[src/rtl/mux_n_rr.sv]
// N-input registered selector with valid/ready output, per-channel grants,
// direct-select and round-robin arbitration, and an out-of-range-select flag.
module mux_n_rr #(
  parameter int WIDTH = 16,
  parameter int N     = 3,
  parameter int SW    = 3
) (
  input  logic               Clock,
  input  logic               Reset_n,
  input  logic [N*WIDTH-1:0] Hyrja,
  input  logic [N-1:0]       Valid,
  output logic [N-1:0]       Grant,
  input  logic [SW-1:0]      S,
  input  logic               Mode,
  output logic [WIDTH-1:0]   Dalja,
  output logic               DaljaValid,
  input  logic               DaljaReady,
  output logic               Gabim,
  output logic [SW-1:0]      Ptr
);

  logic [WIDTH-1:0] dalja_q, dalja_d;
  logic             vld_q, vld_d;
  logic             gabim_q, gabim_d;
  logic [SW-1:0]    ptr_q, ptr_d;

  logic load;
  logic s_ok;
  logic cand;
  logic gnt_any;
  int   s_idx;
  int   gnt_idx;
  int   rr_idx;

  always_comb begin
    load    = !vld_q || DaljaReady;
    s_idx   = int'(S);
    s_ok    = (s_idx < N);
    cand    = 1'b0;
    gnt_idx = 0;
    rr_idx  = 0;

    if (!Mode) begin
      if (s_ok && Valid[s_idx]) begin
        cand    = 1'b1;
        gnt_idx = s_idx;
      end
    end else begin
      // First requester at or after the pointer, wrapping modulo N.
      for (int k = 0; k < N; k++) begin
        rr_idx = (int'(ptr_q) + k) % N;
        if (!cand && Valid[rr_idx]) begin
          cand    = 1'b1;
          gnt_idx = rr_idx;
        end
      end
    end

    gnt_any = cand && load;
    Grant   = '0;
    if (gnt_any) Grant[gnt_idx] = 1'b1;

    dalja_d = dalja_q;
    vld_d   = vld_q;
    ptr_d   = ptr_q;
    if (gnt_any) begin
      dalja_d = Hyrja[gnt_idx*WIDTH +: WIDTH];
      vld_d   = 1'b1;
      if (Mode) ptr_d = SW'((gnt_idx + 1) % N);
    end else if (DaljaReady) begin
      vld_d = 1'b0;
    end

    gabim_d = !Mode && !s_ok;
  end

  always_ff @(posedge Clock or negedge Reset_n) begin
    if (!Reset_n) begin
      dalja_q <= '0;
      vld_q   <= 1'b0;
      gabim_q <= 1'b0;
      ptr_q   <= '0;
    end else begin
      dalja_q <= dalja_d;
      vld_q   <= vld_d;
      gabim_q <= gabim_d;
      ptr_q   <= ptr_d;
    end
  end

  assign Dalja      = dalja_q;
  assign DaljaValid = vld_q;
  assign Gabim      = gabim_q;
  assign Ptr        = ptr_q;

endmodule
[config.mk]
export PLATFORM = sky130hd
export DESIGN_NAME = mux_n_rr
export DESIGN_NICKNAME = d
export VERILOG_FILES = /design/src/rtl/mux_n_rr.sv
export SDC_FILE = /design/constraint.sdc
export NUM_CORES = 1
export LEC_CHECK = 0
export CORE_MARGIN = 2
export CORE_UTILIZATION = 29
export DETAILED_ROUTE_END_ITERATION = 6
export MAX_ROUTING_LAYER = met4
export PLACE_DENSITY_LB_ADDON = 0.15
export SLEW_MARGIN = 20
export SYNTH_ARGS = -nofsm -noshare
export SYNTH_HDL_FRONTEND = slang
export SYNTH_SLANG_ARGS = --single-unit
[constraint.sdc]
create_clock -name Clock -period 14.55 [get_ports Clock]
set_input_delay 2.1825 -clock Clock [delete_from_list [all_inputs] [get_ports Clock]]
set_output_delay 2.1825 -clock Clock [all_outputs]
set_load 0.02 [all_outputs]
# == Yosys cells after proc, flatten, opt, wreduce, memory -nomap -nowiden ==
# Index checks and enable logic that the tools add are counted.
# word_totals
output_inout_bits,24
register_bits,21
rom_bits,0
n_memories,0
ramBits,0
elab_cells,61
latchBits,0
# classes
add_sub_neg,3
mux,28
bitwise,0
order_cmp,7
div,4
n_shift,1
mul,0
reduce_logical,14
n_eq_ne,0
# op_table
op,n
$lt 32x4->1 const B,4
$mux 32,4
$mod 32x3->32 const B,3
$shiftx 48x32->16,1
$add 32x2->32 const B,1
$ge 32x1->1 const B,1
$mod 4x3->32 const B,1
$mux 1,17
$bmux 1 s2,4
$logic_and 1x1->1,6
$mux 3,2
$logic_not 1->1,5
$add 3x1->4 const B,1
$add 3x2->4 const B,1
$lt 3x2->1 const B,1
$lt 3x3->1 const B,1
$demux 1 s2,1
$reduce_and 2->1,1
$reduce_bool 2->1,1
$logic_or 1x1->1,1

# == Depth between registers and ports, before layout ==
# logic_depth
ltp_word,19
mapped_depth,59

# == Worst setup path after synthesis ==
# No wires, ideal clock.
# synth_path
path_type,register -> register
from,register ptr_q[0] (netlist: Ptr[0])
to,register ptr_q[2] (netlist: Ptr[2])
arrival_ns,12.312
setup_ns,0.125
slack_ns,2.113
required_ns,14.425
stages_incl_launch_ff,55
n_path_buf,5
path_cell_list,dfrtp_1 -> clkbuf_1 -> clkbuf_1 -> inv_1 -> ha_1 -> ha_1 -> ha_1 -> buf_2 -> inv_1 -> nand3_1 -> and2_1 -> ha_1 -> a311oi_1 -> o211ai_2 -> o21ai_0 -> nand4_1 -> nor2_1 -> clkbuf_1 -> [... 19 more ...] -> o31a_1 -> o211ai_1 -> xnor2_1 -> ha_1 -> a221oi_2 -> nand2_1 -> xor2_1 -> ha_1 -> or4_1 -> o21a_1 -> a2111oi_4 -> mux2i_1 -> ha_1 -> nor2_1 -> nand2_1 -> nor3_1 -> mux2_2 -> a2111oi_0
# synth_via
elab_chain_cells,16
word_cells_on_any_way,32
cone_classes,add/sub: 3; div: 4; mux: 19; reduce/logical: 6
# synth_rtl
item,line_no,source
start: declaration,25,"logic [SW-1:0] ptr_q, ptr_d;"
start signal: assignment,87,ptr_q <= ptr_d;
branches (longest 16 deep; another with $mod 32x3->32),--,
# Parallel ways; which one is timed is not known. The select of a mux whose other input is x is not followed.
# A chain may end at the register's enable or synchronous reset.

# == Worst setup path in the final report ==
# layout_path
from,register ptr_q[1] (netlist: Ptr[1])
to,register ptr_q[2] (netlist: Ptr[2])
# The elaborated chain is that of the path after synthesis.

==> summary.txt <==
Yosys
  • Yosys top cell area share: 0.0995
  • Post-synth EDFFs: 0
  • Count leader, synth: nand2_1
  • #FFs+latches synth: 21
  • Synth Area per Inst: 7.18 um^2
  • Synth area leaders: dfrtp_1 10%, ha_1 6.9%, xnor2_1 6.5%
  • YS warnings: 0
  • Register area share after synthesis: 0.0995
  • Synth Flop Type: dfrtp_1
  • Top cells by count, synth: 70 x nand2_1, 57 x nor2_1, 47 x a21oi_1
  • Syn nets: 822
  • Syn Inst Count: 735
  • Post-synth ARST share: 1.00
  • Distinct cells, synth: 96
  • Yosys top cell by area: dfrtp_1
  • Post-Syn Area: 0.00528 mm^2

Layout
  • ANT cells: 0
  • Share of cells above drive strength 1: 0.0782
  • NumNets Final: 881
  • P&R area growth vs syn: 21.3%
  • Layout fillers: roughly 1900

Timing
  • Final hold slack: 0.477 ns
  • Worst-Margin Slew: approximately 0.88 ns
  • Setup Skew: roughly 0.0025 ns
  • Top achievable clock speed: 75.0 MHz
  • RSZ-0062 raised after global routing: no
  • Final worst slack: around 1.2 ns
  • Setup TNS Final: 0 ns
  • Relative slew margins: 0.414
  • Hold Vio Cnt, Final: 0
  • Tcrit/Tclk final: 0.916
  • Crit path time final: 13.33 ns
  • Final Max Tran Viols: 0
  • Final setup vio count: 0

Routing
  • Max layer used: met4
  • Starting DRC count in detailed routing: 508
  • Routed wl met3: 1230 um
  • Vias: 6132
  • Routed wire length per instance: between 15 and 20 um
  • DR pass1 iterations: 5
  • Wl on met1: approximately 8600 um
  • Total Wirelength: between 15000 and 20000 um
  • Vias per cell: 6.00
  • DRC viols: 0
  • Final ANT Viol Nets: 0
  • Met2 wire len: roughly 8400 um

Clocking
  • H-tree depth: 1
  • Root Driver: clkbuf_16
  • Worst skew pair latency: 0.26 ns
  • Num CTS Buffers: 3
  • CTS max path bufs: 2
  • Reg clk slew, reported paths: about 0.06 ns
  • Hold_buf cts: 0
  • Clock Sinks: 21
  • CTS tree: built

Placement
  • I/O Buffers: slightly above 80
  • Pre-CTS WS: between 0.9 and 1 ns
  • Placer congestion estimate: between 0.9 and 1
  • Detail Placement HPWL: between 10000 and 15000 um

Global routing
  • Overflow after GRT: 0
  • Initial antenna violation count: 0
  • Total Routing Usage GR: 0.192
  • Vias in the first global route: 5832
  • Largest net degree at the start of global routing: 35
  • First-pass GRT wire length: ~30000 um

Die
  • Placeable Area: between 0.015 and 0.02 mm^2
  • Die height: about 140 um
  • # rows: 49
  • Initial core utilization: 0.295
  • Chip Width: between 100 and 150 um
  • Die ar.: 0.0193 mm^2
  • IO Count: between 80 and 90

Worst setup path
  • CP max stage delay: roughly 0.66 ns
  • Crit Path Max Fanout: 15
  • CP startpoint kind: flip-flop
  • Number of buffers and inverters on the critical path: 4
  • Setup crit end kind: flip-flop
  • Slowest cell on crit path: dfrtp_1
  • Worst setup path category: reg2reg
  • CP top delay family: compound AO/OA/AOI/OAI gates
  • Most frequent CP cell: ha_1
  • Critical Path RT: about 15 ns
  • Arr. time, crit path: 13.46 ns

Outcome
  • Outcome: finished, final reports clean

Run
  • Max-Cap Viols: 0

Worst hold path
  • Worst Hold Class: reg2reg
## stage by stage
step / util / std cells / instance area [um^2]
after detailed placement: 0.351 / 1018 / 6290
after global placement: 0.351 / 1018 / 6290
after global routing: 0.358 / 1022 / 6400
after CTS: 0.356 / 1022 / 6370
final: 0.358 / 1022 / 6400
after floorplan: - / 735 / 5280
## logic make-up (layout without fill, tap and decap cells)
group / after synthesis / in the layout / synth area share
adder cells (fa/ha/maj): 30 / 30 / 0.0706
flip-flops: 21 / 21 / 0.0995
AND/OR/NAND/NOR: 263 / 263 / 0.254
AO/OA/AOI/OAI: 281 / 281 / 0.403
multiplexers: 14 / 14 / 0.0277
XOR/XNOR: 47 / 47 / 0.0808
buffers and inverters: 79 / 137 / 0.0638
## what timing repair did
item,4_1_cts,5_1_grt
resized for setup,0,4
hold endpoints to repair,0,0
buffers inserted,0,0
setup endpoints to repair,0,1
## path summary, 6_finish.rpt
kind                                      startpoint                    end  slack (ns)  cells past startpoint
worst min-delay path            Dalja[3]$_DFFE_PN0P_   Dalja[3]$_DFFE_PN0P_        0.48                      2
worst max register to register    Ptr[1]$_DFFE_PN0P_     Ptr[2]$_DFFE_PN0P_        1.22                     51
min in group asynchronous                    Reset_n   Dalja[0]$_DFFE_PN0P_        1.88                      1
max in group asynchronous                    Reset_n  Dalja[14]$_DFFE_PN0P_       12.33                      1
worst max-delay path              Ptr[1]$_DFFE_PN0P_     Ptr[2]$_DFFE_PN0P_        1.22                     51
worst min register to register  Dalja[3]$_DFFE_PN0P_   Dalja[3]$_DFFE_PN0P_        0.48                      2
## worst reg2reg max path: cells and delay by family (launching register included)
kind | cells | cell delay (ns)
fa+ha+maj | 8 | 2.17
flops | 1 | 0.66
buf+inv | 4 | 0.57
xor+xnor | 2 | 0.30
mux | 2 | 0.47
simple gates | 15 | 2.98
compound gates | 20 | 6.05
## state kept, by name, indices dropped and copies added, names as in the netlist
name and count:
Gabim 1, Dalja 16, DaljaValid 1, Ptr 3
## cells in the final DEF, fill, tap and decap left out, types with 17 or more instances in the layout
| cell | Yosys | routed |
|---|---|---|
| clkdlybuf4s50_1 | 0 | 80 |
| nand2_1 | 70 | 70 |
| nor2_1 | 57 | 57 |
| a21oi_1 | 47 | 46 |
| o21ai_0 | 42 | 42 |
| inv_1 | 40 | 40 |
| xnor2_1 | 39 | 38 |
| ha_1 | 29 | 28 |
| nor3_1 | 24 | 24 |
| dfrtp_1 | 21 | 21 |
| o221ai_1 | 20 | 20 |
| nand3_1 | 19 | 19 |
| o211ai_1 | 18 | 18 |
| a31oi_1 | 17 | 17 |
## area by class of cell
type / instances / area (um^2) / share of cell area
clock buffers: 3 / 75.1 / 0.0117
clock inverters: 1 / 5.00 / 0.000782
inverters: 41 / 154 / 0.0240
multi-input cells: 635 / 4470 / 0.698
flip-flops and latches: 21 / 526 / 0.0821
well taps: 229 / 287 / 0.0448
repair buffers: 92 / 888 / 0.139
## layer usage
metal,track usage,up-vias
li1,-,2944
met1,0.260,2886
met2,0.301,267
met3,0.0183,35
met4,0.0617,0
met5,-,-
Power is left out: the tool's default activity adds up to more than one toggle a clock period on the data nets, which glitch-free logic cannot reach.
